### src/rtl/mem_port_arbiter_pkg.sv
// Shared pipeline package: arbiter state encoding and default bus widths
// for the single-port memory arbiter between fetch and data stages.
package mem_port_arbiter_pkg;

  localparam int ADDR_W_DEF = 32;
  localparam int DATA_W_DEF = 32;

  typedef enum logic [1:0] {
    IDLE    = 2'd0,
    IF_WAIT = 2'd1,
    DM_WAIT = 2'd2,
    IF_DROP = 2'd3
  } arb_state_t;

endpackage

### src/rtl/mem_port_arbiter.sv
// Arbitrates the instruction-fetch and data-memory stages onto one shared
// single-port memory, one transaction outstanding, data before fetch.
module mem_port_arbiter
  import mem_port_arbiter_pkg::*;
#(
  parameter int ADDR_W = ADDR_W_DEF,
  parameter int DATA_W = DATA_W_DEF
) (
  input  logic                clk,
  input  logic                rst_n,
  input  logic                if_req,
  input  logic [ADDR_W-1:0]   if_addr,
  input  logic                if_flush,
  output logic [DATA_W-1:0]   if_rdata,
  output logic                if_valid,
  input  logic                dm_read,
  input  logic                dm_write,
  input  logic [ADDR_W-1:0]   dm_addr,
  input  logic [DATA_W-1:0]   dm_wdata,
  input  logic [DATA_W/8-1:0] dm_wstrb,
  output logic [DATA_W-1:0]   dm_rdata,
  output logic                dm_valid,
  output logic                stall_if,
  output logic                stall_mem,
  output logic                mem_req,
  output logic                mem_we,
  output logic [ADDR_W-1:0]   mem_addr,
  output logic [DATA_W-1:0]   mem_wdata,
  output logic [DATA_W/8-1:0] mem_wstrb,
  input  logic                mem_gnt,
  input  logic                mem_rvalid,
  input  logic [DATA_W-1:0]   mem_rdata
);

  arb_state_t        state_q;
  logic              if_valid_q;
  logic              dm_valid_q;
  logic              dm_we_q;
  logic [DATA_W-1:0] if_rdata_q;
  logic [DATA_W-1:0] dm_rdata_q;

  logic dm_active;
  logic dm_elig;
  logic if_elig;
  logic issue_dm;
  logic issue_if;

  // NOTE: every signal assigned in always_comb gets a default first, so no latch is inferred.
  always_comb begin
    dm_active = dm_read | dm_write;
    // An agent whose valid is high is still presenting its retiring access.
    dm_elig   = dm_active & ~dm_valid_q;
    if_elig   = if_req & ~if_valid_q & ~if_flush & ~dm_elig;
    issue_dm  = (state_q == IDLE) & dm_elig;
    issue_if  = (state_q == IDLE) & if_elig;

    // rst_n gating keeps the request low for the whole reset, not just after the edge.
    mem_req   = rst_n & (issue_dm | issue_if);
    mem_we    = issue_dm & dm_write;
    mem_addr  = dm_elig ? dm_addr : if_addr;
    mem_wdata = dm_elig ? dm_wdata : '0;
    mem_wstrb = dm_elig ? dm_wstrb : '0;
  end

  assign stall_mem = dm_active & ~dm_valid_q;
  assign stall_if  = (if_req & ~if_valid_q) | stall_mem;

  assign if_valid  = if_valid_q;
  assign if_rdata  = if_rdata_q;
  assign dm_valid  = dm_valid_q;
  assign dm_rdata  = dm_rdata_q;

  // NOTE: sequential state uses non-blocking assignments so all registers update together at the edge.
  always_ff @(posedge clk or negedge rst_n) begin
    if (!rst_n) begin
      state_q    <= IDLE;
      if_valid_q <= 1'b0;
      dm_valid_q <= 1'b0;
      dm_we_q    <= 1'b0;
      if_rdata_q <= '0;
      dm_rdata_q <= '0;
    end else begin
      if_valid_q <= 1'b0;
      dm_valid_q <= 1'b0;
      case (state_q)
        IDLE: begin
          if ((issue_dm | issue_if) && mem_gnt) begin
            if (issue_dm) begin
              state_q <= DM_WAIT;
              dm_we_q <= dm_write;
            end else begin
              state_q <= IF_WAIT;
            end
          end
        end
        IF_WAIT: begin
          if (mem_rvalid) begin
            state_q <= IDLE;
            if (!if_flush) begin
              if_valid_q <= 1'b1;
              if_rdata_q <= mem_rdata;
            end
          end else if (if_flush) begin
            state_q <= IF_DROP;
          end
        end
        DM_WAIT: begin
          if (mem_rvalid) begin
            state_q    <= IDLE;
            dm_valid_q <= 1'b1;
            dm_rdata_q <= dm_we_q ? '0 : mem_rdata;
          end
        end
        IF_DROP: begin
          if (mem_rvalid) state_q <= IDLE;
        end
        default: state_q <= IDLE;
      endcase
    end
  end

endmodule

### config.mk
export PLATFORM = sky130hd
export DESIGN_NAME = mem_port_arbiter
export DESIGN_NICKNAME = d
export VERILOG_FILES = /design/src/rtl/mem_port_arbiter_pkg.sv /design/src/rtl/mem_port_arbiter.sv
export SDC_FILE = /design/constraint.sdc
export NUM_CORES = 1
export LEC_CHECK = 0
export CORE_UTILIZATION = 30
export CTS_CLUSTER_SIZE = 40
export DETAILED_ROUTE_END_ITERATION = 8
export PLACE_DENSITY_LB_ADDON = 0.25
export SKIP_LAST_GASP = 1
export SYNTH_ARGS = -nofsm -noshare
export SYNTH_HDL_FRONTEND = slang
export SYNTH_SLANG_ARGS = --single-unit
### constraint.sdc
create_clock -name clk -period 1.49 [get_ports clk]
set_input_delay 0.298 -clock clk [delete_from_list [all_inputs] [get_ports clk]]
set_output_delay 0.298 -clock clk [all_outputs]
set_load 0.05 [all_outputs]
==> results of run 1 <==
metal layers:
| metal | up-vias | GRT usage, % | wire length [um] | part of all wire (%) |
|---|---|---|---|---|
| met5 | - | 0 | 0 | 0 |
| met4 | 0 | 7.91 | 344 | 2.2 |
| met3 | 19 | 8.40 | 1190 | 7.7 |
| met2 | 171 | 44.3 | 7790 | 50 |
| met1 | 1799 | 30.6 | 6210 | 40 |
| li1 | 1775 | - | - | - |
cells by family (layout without fill, tap and decap cells):
group,after synthesis,in the layout,synth area share [%]
AOI/OAI and AO/OA,36,36,5.26
buffers and inverters,26,326,4.63
DFF,69,69,48.8
muxes,34,34,13.9
and+or+nand+nor,206,206,27.5
Yosys cell counts, types with 2 or more instances:
| cell type | number |
|---|---|
| buf_12 | 3 |
| mux2_2 | 4 |
| nand2_1 | 129 |
| clkbuf_1 | 14 |
| dfrtp_1 | 69 |
| and2_1 | 36 |
| nor2_1 | 2 |
| nand2b_1 | 33 |
| buf_2 | 5 |
| mux2_4 | 29 |
| o21ai_0 | 34 |
flip-flops by register name (all words and copies together), names as in the netlist:
| name | flops |
|---|---|
| dm_rdata | 32 |
| dm_valid | 1 |
| dm_we_q | 1 |
| if_rdata | 32 |
| if_valid | 1 |
| state_q | 2 |
area by class of cell:
class                           count  area share (%)
Clock inverter                      6           0.465
Clock buffer                       10            2.87
Tap cell                          143            2.15
Sequential cell                    69            20.7
Multi-Input combinational cell    276            24.7
Timing Repair Buffer              308            48.9
Inverter                            2           0.150
layout by cell type (no fill, tap or decap), drive strengths merged:
cell type	synthesis	routed
nand3	1	1
and2	36	36
o21ai	34	34
a21oi	1	1
nand2	129	129
buf	10	169
nand3b	1	1
mux2	33	33
inv	2	1
dfrtp	69	69
clkinv	0	5
clkbuf	14	11
and3	2	2
dlymetal6s2s	0	1
nand2b	33	33
dlygate4sd2	0	2
clkdlybuf4s50	0	135
clkinvlp	0	2
mux2i	1	1
o21bai	1	1
nor2	2	2
nand4bb	1	1
nor4b	1	1
report_power, final:
part	leakage [nW]	switching, mW	internal [mW]
clock network	0.134	0.800	1.16
registers	0.902	0.770	2.55
logic	2.79	4.82	4.50
path summary, 6_finish.rpt:
path	from	to	slack, ns	cells past startpoint
worst min register to register	dm_rdata[15]	dm_rdata[15]	0.54	2
worst max-delay path	dm_valid	mem_wdata[1]	-0.39	5
worst min-delay path	rst_n	dm_rdata[7]	0.24	2
worst max register to register	dm_valid	dm_we_q	0.05	5
max in group asynchronous	rst_n	if_valid	0.65	2
min in group clk	if_flush	state_q[0]	0.41	4
worst reg2reg max path: stages, from the launching register on:
cell and delay (ns):
dfrtp_2 0.36, o21bai_4 0.16, clkinv_4 0.18, buf_4 0.19, nand3_1 0.10, mux2_2 0.33
per-stage QoR:
stage / util [%] / power, mW
floorplan: - / 7.69
global placement: 64.6 / 12.1
detailed placement: 64.6 / 12.1
CTS: 72.2 / 14.7
global route: 72.7 / 15.2
finish: 72.7 / 14.6
timing repair:
action | 4_1_cts | 5_1_grt
buffers inserted | 3 | 2
endpoints found under the setup margin | 78 | 94
pin swaps | 2 | 1
gates cloned | 5 | 1
resized for setup | 124 | 9
==> results.toml, run 1 <==
[synth]
synthTopCellsByArea = "dfrtp_1 49%, nand2_1 14%, mux2_4 12%"
yosys_warnings = 0
synthArstFlopShare_pct = 100
ys_ff_latch = 69
syn-num-nets = 511
synth_cells = 371
synthFlopType = "dfrtp_1"
synth_edf_count = 0
yosys.area.top_type_share_pct = 48.8
synth_area_leader_cell = "dfrtp_1"
avgSynthCellArea_um2 = 9.54
yosysUniqueCellTypes = 24
netlist_area_um2 = 3540
synth-seq-area-share_pct = 48.8

[sta]
setup_ws_ns = -0.393
drv_slew = 0
setup_viol = 72
min_period_over_period_pct = 126
max-slew-margin-rel_pct = 42.4
fmax_ghz = 0.531
fin_crit_ns = 1.88
hold_viol = 0
clock_skew_ns = 0.00829
rsz0062_at_grt = "true"
worstMarginPinSlew_ns = 0.864
setup_tns_ns = -25.98
hold_ws_ns = 0.239

[clock_network]
clkSinkCount = 69
hold_buffers = 0
clockBufferDepth = 2
cts_buffers = 9
clk_latency_ns = 0.33
cts_tree = "yes"
path_clk_slew_ns = 0.06
h-tree-depth = 3
root_buffer = "clkbuf_16"

[power]
power_density_nw_per_um2 = 1750
p_leak_nw = 3.83
vdd_drop_max_v = 0.00130

[floorplan]
fp.dieW_um = 111
fp.dieArea_um2 = 12200
core_um2 = 11500
std_cell_rows = 39
ioPinCount = 278
initial_core_util_pct = 30.9
die_y_um = 111

[setup_path]
critical_path.cell_chain = "o21bai_4 > clkinv_4 > buf_16 > and2_2 > buf_8"
start_kind = "register"
cp.required_ns = 1.19
crit_fanout = 12
critPathTopFamily = "buffers and inverters"
crit_arrival_ns = 1.59
slowest_stage = "dfrtp_2"
cp_slowest_stage_delay_ns = 0.36
worst-setup-path-type = "reg2out"
cp-end-kind = "output port"
path_buf_inv = 3

[final_layout]
multiInputGateArea_um2 = 2060
fill_cells = 785
area_growth_pct = 135
drive_gt1_share_pct = 46.5
instances_no_fill = 814
num_antenna_cells = 0
nets = 806
regArea_um2 = 1730
final_area_um2 = 8330

[route]
via_per_inst = 4.62
wire_per_inst_um = 19.1
drt_wl_total_mm = 15.5
drtPass1Iterations = 4
ant_nets = 0
drc = 0
vias = 3764
first_iter_violations = 172

[global_route]
grtUsageTotal_pct = 25.8
grt_overflow = 0
grt_max_degree = 70
grt_pass1_wl_mm = 24.3
grt_pass1_vias = 4124
antenna_found_initial = 0

[placement]
dp_slack_ns = -0.522
place.gp.congestion = 0.892
port_buffers = 277
place_area_um2 = 7400
dp_cells = 787
dpl.hpwl_mm = 11.5

[min_path]
min_path_type = "in2async"

[status]
status = "complete, but fails checks"
violations = "negative setup slack"

[run]
max-cap-violations = 0
Note: power is estimated with default switching activity, not from simulation.
==> run 2: changes to the inputs <==
--- a/config.mk
+++ b/config.mk
@@ -5,9 +5,10 @@
 export SDC_FILE = /design/constraint.sdc
 export NUM_CORES = 1
 export LEC_CHECK = 0
-export CORE_UTILIZATION = 30
+export CORE_AREA = 2 2 109 111
 export CTS_CLUSTER_SIZE = 40
 export DETAILED_ROUTE_END_ITERATION = 8
+export DIE_AREA = 0 0 111 113
 export PLACE_DENSITY_LB_ADDON = 0.25
 export SKIP_LAST_GASP = 1
 export SYNTH_ARGS = -nofsm -noshare
==> constraint.sdc (replaced) <==
create_clock -name clk -period 2.1 [get_ports clk]
set_input_delay 0.42 -clock clk [delete_from_list [all_inputs] [get_ports clk]]
set_output_delay 0.42 -clock clk [all_outputs]
set_load 0.05 [all_outputs]
==> run 2 against run 1 <==
Effect of this change: the run now ends clean; die area increased by 2.5%; worst hold slack gained 0.072 ns; core utilization shrank 11 points; flip-flop and latch count stayed put; non-clock buffer count is 15 lower; via count shrank 5.1%; clock-buffer cell count grew 1.
==> results.toml, run 2 (synthesis results as in run 1) <==
[status]
status = "completed"

[sta]
hold_ws_ns = 0.311
drv_slew = 0
setup_viol = 0
clock_skew_ns = 0.00485
rsz0062_at_grt = "false"
fmax_ghz = 0.492
min_period_over_period_pct = 96.8
hold_viol = 0
fin_crit_ns = 2.03
worstMarginPinSlew_ns = 0.852
max-slew-margin-rel_pct = 43.2

[global_route]
grt_pass1_vias = 3745
grt_pass1_wl_mm = 22.0
antenna_found_initial = 1
grt_overflow = 0
grtUsageTotal_pct = 22.7
grt_max_degree = 70

[route]
wire_per_inst_um = 18.0
vias = 3572
met3_length_mm = 1.14
drt_wl_total_mm = 14.4
drtPass1Iterations = 4
wl_met2_mm = 7.12
first_iter_violations = 226
via_per_inst = 4.47
top_layer_used = "met5"
ant_nets = 0
drc = 0
met1_length_mm = 5.77

[final_layout]
nets = 791
final_cell_mix = "201 x clkdlybuf4s50_1, 100 x nand2_1, 69 x dfrtp_1"
area_growth_pct = 95.5
final_common_cell = "clkdlybuf4s50_1"
drive_gt1_share_pct = 26.7
utilization_pct = 61.4

[power]
p_leak_nw = 3.16
p_clk_share_pct = 17.5
power_density_nw_per_um2 = 1270
p_seq_share_pct = 24.1
netSwitchingPower_mw = 4.09
finalPower_mw = 8.78
p_int_mw = 4.69
vdd_drop_max_v = 0.000877
switching_share_pct = 46.6
combPwrFrac_pct = 58.4

[min_path]
min_path_type = "in2async"

[floorplan]
core_um2 = 11300
fp.dieW_um = 111
die_y_um = 113
ioPinCount = 278
fp.dieArea_um2 = 12500
initial_core_util_pct = 31.4
std_cell_rows = 39

[setup_path]
worst-setup-path-type = "reg2out"
cp-end-kind = "output port"
setup.worst_path.start = "dm_valid"
r2r_slack_ns = 0.58
reg2reg_depth = 4
worstReg2RegEnd = "if_rdata[1]"
crit_fanout = 20
endpoint = "mem_wstrb[0]"
start_kind = "register"
cp.required_ns = 1.68
r2r-start = "state_q[1]"
crit_arrival_ns = 1.61

[clock_network]
h-tree-depth = 3
path_clk_slew_ns = 0.06
clkSinkCount = 69
clockBufferDepth = 2
cts_tree = "yes"
clk_latency_ns = 0.33
root_buffer = "clkbuf_16"
cts_buffers = 9

[placement]
port_buffers = 277
place.gp.congestion = 0.958
dpl.hpwl_mm = 11.1

[run]
max-cap-violations = 0
-- run 2: cell types whose count changed in the layout (fill, tap and decap cells not counted), sizes merged --
| cell | before | now |
|---|---|---|
| buf | 169 | 90 |
| clkdlybuf4s50 | 135 | 201 |
| clkinv | 5 | 2 |
| bufinv | 0 | 1 |
| diode | 0 | 1 |
| dlymetal6s2s | 1 | 0 |
| inv | 1 | 2 |
-- run 2: per-layer routing --
| metal | up-vias | global-route usage, % |
|---|---|---|
| li1 | 1742 | - |
| met1 | 1652 | 27.9 |
| met2 | 153 | 38.0 |
| met3 | 23 | 7.28 |
| met4 | 2 | 7.92 |
| met5 | - | 0 |
-- run 2: how the worst min path moves through the flow --
| stage | from | slack [ns] | to | cells past startpoint |
|---|---|---|---|---|
| 2_1_floorplan | rst_n | 0.12 | dm_rdata[0] | 0 |
| 3_3_place_gp | dm_rdata[13] | 0.46 | dm_rdata[13] | 2 |
| 3_5_place_dp | dm_rdata[26] | 0.47 | dm_rdata[26] | 2 |
| 4_1_cts | rst_n | 0.34 | dm_rdata[14] | 2 |
| 5_1_grt | rst_n | 0.41 | dm_rdata[20] | 2 |
| 6_report | rst_n | 0.31 | dm_rdata[20] | 2 |
-- run 2: area by class of cell --
cell class | instances | area (um2)
tap | 143 | 179
multi-input combinational | 276 | 1740
clock inverter | 5 | 58.8
fill | 987 | 4350
clock buffer | 11 | 253
sequential | 69 | 1730
timing repair buffer | 293 | 2950
inverter | 2 | 10.0
antenna | 1 | 2.50
-- run 2: what timing repair did --
| item | 4_1_cts | 5_1_grt |
|---|---|---|
| setup buffers | 0 | 0 |
| endpoints found under the setup margin | 68 | 1 |
| hold buffers | 0 | 0 |
| cloned | 1 | 0 |
| gates resized for setup | 37 | 1 |
| pin swaps | 1 | 0 |
-- run 2: critical path: stages, from the launching register on --
cell      delay (ns)
dfrtp_1         0.41
o21bai_4        0.21
inv_4           0.12
buf_12          0.16
and2_1          0.17
buf_4           0.22
-- run 2: per-stage QoR --
step	instances	setup TNS, ns	worst slack [ns]	cell area, um2
floorplan	371	0	0.000752	3620
global placement	782	-0.782	-0.0852	6450
detailed placement	782	-2.09	-0.105	6450
CTS	799	0	0.0464	6920
global route	799	0	0.00290	6920
finish	800	0	0.0674	6920
-- run 2: power by group through the flow --
stage	registers, mW	clock network, mW	logic (mW)
final	2.11	1.54	5.13
after global routing	2.17	1.63	5.35
after CTS	2.11	1.57	5.17
after detailed placement	2.11	0	5.06
after global placement	2.10	0	5.04
after floorplan	3.73	0	1.56
==> run 3: changes to the inputs <==
--- a/config.mk
+++ b/config.mk
@@ -5,10 +5,11 @@
 export SDC_FILE = /design/constraint.sdc
 export NUM_CORES = 1
 export LEC_CHECK = 0
-export CORE_AREA = 2 2 109 111
+export ABC_AREA = 1
+export CORE_AREA = 2 2 106 108
 export CTS_CLUSTER_SIZE = 40
 export DETAILED_ROUTE_END_ITERATION = 8
-export DIE_AREA = 0 0 111 113
+export DIE_AREA = 0 0 108 110
 export PLACE_DENSITY_LB_ADDON = 0.25
 export SKIP_LAST_GASP = 1
 export SYNTH_ARGS = -nofsm -noshare
==> run 3 against run 2 <==
Effect of this change: clock-buffer cell count up 4; worst hold slack better by 0.016 ns; global-route usage up 3.7 points; largest power group unchanged.
==> results.toml, run 3 <==
[synth]
syn-num-nets = 635
synth_cells = 495
netlist_area_um2 = 3490
netlist_top_cells_count = "204 x nand2_1, 75 x inv_1, 69 x dfrtp_1"
synthMostInstantiatedCell = "nand2_1"
synth_area_leader_cell = "dfrtp_1"
ys_ff_latch = 69
synth-seq-area-share_pct = 49.5
synthFlopType = "dfrtp_1"
yosysUniqueCellTypes = 17
yosys.area.top_type_share_pct = 49.5
yosys_warnings = 0
synthTopCellsByArea = "dfrtp_1 49%, nand2_1 22%, inv_1 8.1%"
synth_edf_count = 0
avgSynthCellArea_um2 = 7.05
synthArstFlopShare_pct = 100

[global_route]
grtUsageTotal_pct = 26.4
grt_max_degree = 70
grt_pass1_wl_mm = 23.6
grt_overflow = 0
grt_pass1_vias = 4429
antenna_found_initial = 0

[route]
vias = 4290
wl_met2_mm = 8.08
wire_per_inst_um = 17.7
drt_wl_total_mm = 16.2
met1_length_mm = 5.93
drtPass1Iterations = 4
drc = 0
met3_length_mm = 1.64
top_layer_used = "met4"
first_iter_violations = 245
ant_nets = 0
via_per_inst = 4.67

[floorplan]
fp.dieW_um = 108
ioPinCount = 278
initial_core_util_pct = 32.6
die_y_um = 110
core_um2 = 10700
std_cell_rows = 38
fp.dieArea_um2 = 11900

[run]
max-cap-violations = 0

[clock_network]
h-tree-depth = 3
cts_tree = "yes"
clk_latency_ns = 0.34
clockBufferDepth = 2
root_buffer = "clkbuf_8"
clkSinkCount = 69
path_clk_slew_ns = 0.07
cts_buffers = 9

[final_layout]
drive_gt1_share_pct = 22.2
utilization_pct = 72.1
fill_cells = 801
multiInputGateArea_um2 = 1590
num_antenna_cells = 0
area_growth_pct = 121
nets = 914
final_cell_mix = "202 x clkdlybuf4s50_1, 176 x nand2_1, 76 x buf_12"
final_common_cell = "clkdlybuf4s50_1"
regArea_um2 = 1730

[min_path]
min_path_type = "in2async"

[placement]
dpl.hpwl_mm = 12.2
dp_slack_ns = -0.181
port_buffers = 277
place.gp.congestion = 0.833

[sta]
setup_viol = 0
fin_crit_ns = 2.00
rsz0062_at_grt = "false"
fmax_ghz = 0.499
setup_ws_ns = 0.0978
min_period_over_period_pct = 95.3
worstMarginPinSlew_ns = 0.860
max-slew-margin-rel_pct = 42.7
drv_slew = 0
clock_skew_ns = 0.00576
hold_viol = 0

[setup_path]
cp.required_ns = 1.68
cp_slowest_stage_delay_ns = 0.38
path_depth = 6
worstReg2RegEnd = "if_rdata[23]"
path_buf_inv = 3
crit_arrival_ns = 1.58
r2r_slack_ns = 0.70
critical_path.cell_chain = "inv_1 > nand2_8 > buf_12 > nand2_1 > nand2_1 > buf_12"
r2r-start = "state_q[0]"
crit_fanout = 28
start_kind = "register"
slowest_stage = "dfrtp_1"
reg2reg_depth = 7
critPathTopFamily = "buffers and inverters"
worst-setup-path-type = "reg2out"
cp-end-kind = "output port"

[power]
p_leak_nw = 3.67
vdd_drop_max_v = 0.00106
power_density_nw_per_um2 = 1440

[status]
status = "completed"
run 3: repair_timing:
| item | in CTS | in global routing |
|---|---|---|
| resized for setup | 51 | 16 |
| cloned | 2 | 1 |
| setup endpoints to repair | 67 | 71 |
| setup buffers | 1 | 0 |
| hold buffers | 0 | 0 |
| pin swaps | 2 | 3 |
run 3: layout make-up:
| class | instances | share of cell area (%) |
|---|---|---|
| clock buffer | 15 | 2.16 |
| clock inverter | 1 | 0.0649 |
| sequential | 69 | 22.4 |
| tap | 140 | 2.27 |
| multi-input combinational | 321 | 20.6 |
| timing repair buffer | 294 | 48.5 |
| inverter | 79 | 4.01 |
run 3: kinds of logic (layout without fill, tap and decap cells):
kind of cell           count (synthesis)  count (layout)  synth area share [%]
AOI/OAI and AO/OA                     36              36                  5.23
DFF                                   69              69                  49.5
buffers and inverters                105             389                  12.8
and+or+nand+nor                      285             285                  32.5
run 3: routing by layer:
metal / up-vias / track usage [%]
met5: - / 0
met4: 0 / 13.0
met3: 36 / 8.99
met2: 209 / 45.4
met1: 2017 / 29.4
li1: 2028 / -
run 3: report_power, final:
part / internal (mW) / total [mW] / switching [mW]
registers: 1.95 / 2.33 / 0.378
clock network: 0.494 / 0.965 / 0.471
logic: 2.90 / 7.82 / 4.91
total: 5.35 / 11.1 / 5.76
run 3: how the worst max path moves through the flow:
stage | end | from
6_report | mem_addr[13] | dm_valid
5_1_grt | mem_req | state_q[0]
4_1_cts | mem_addr[11] | dm_read
3_5_place_dp | mem_addr[13] | dm_write
3_3_place_gp | mem_addr[13] | dm_write
2_1_floorplan | mem_wdata[24] | dm_valid
run 3: metrics by stage:
step           power, mW  setup TNS (ns)  cells  hold WS [ns]  area (um2)
6_report            11.1               0    919         0.327        7710
5_1_grt             11.6               0    919         0.390        7710
4_1_cts             11.1          -0.576    918         0.347        7630
3_5_place_dp        9.90           -4.56    899         0.466        7230
3_3_place_gp        9.78           -1.99    899         0.464        7230
2_1_floorplan       6.58           -1.52    495         0.124        3560
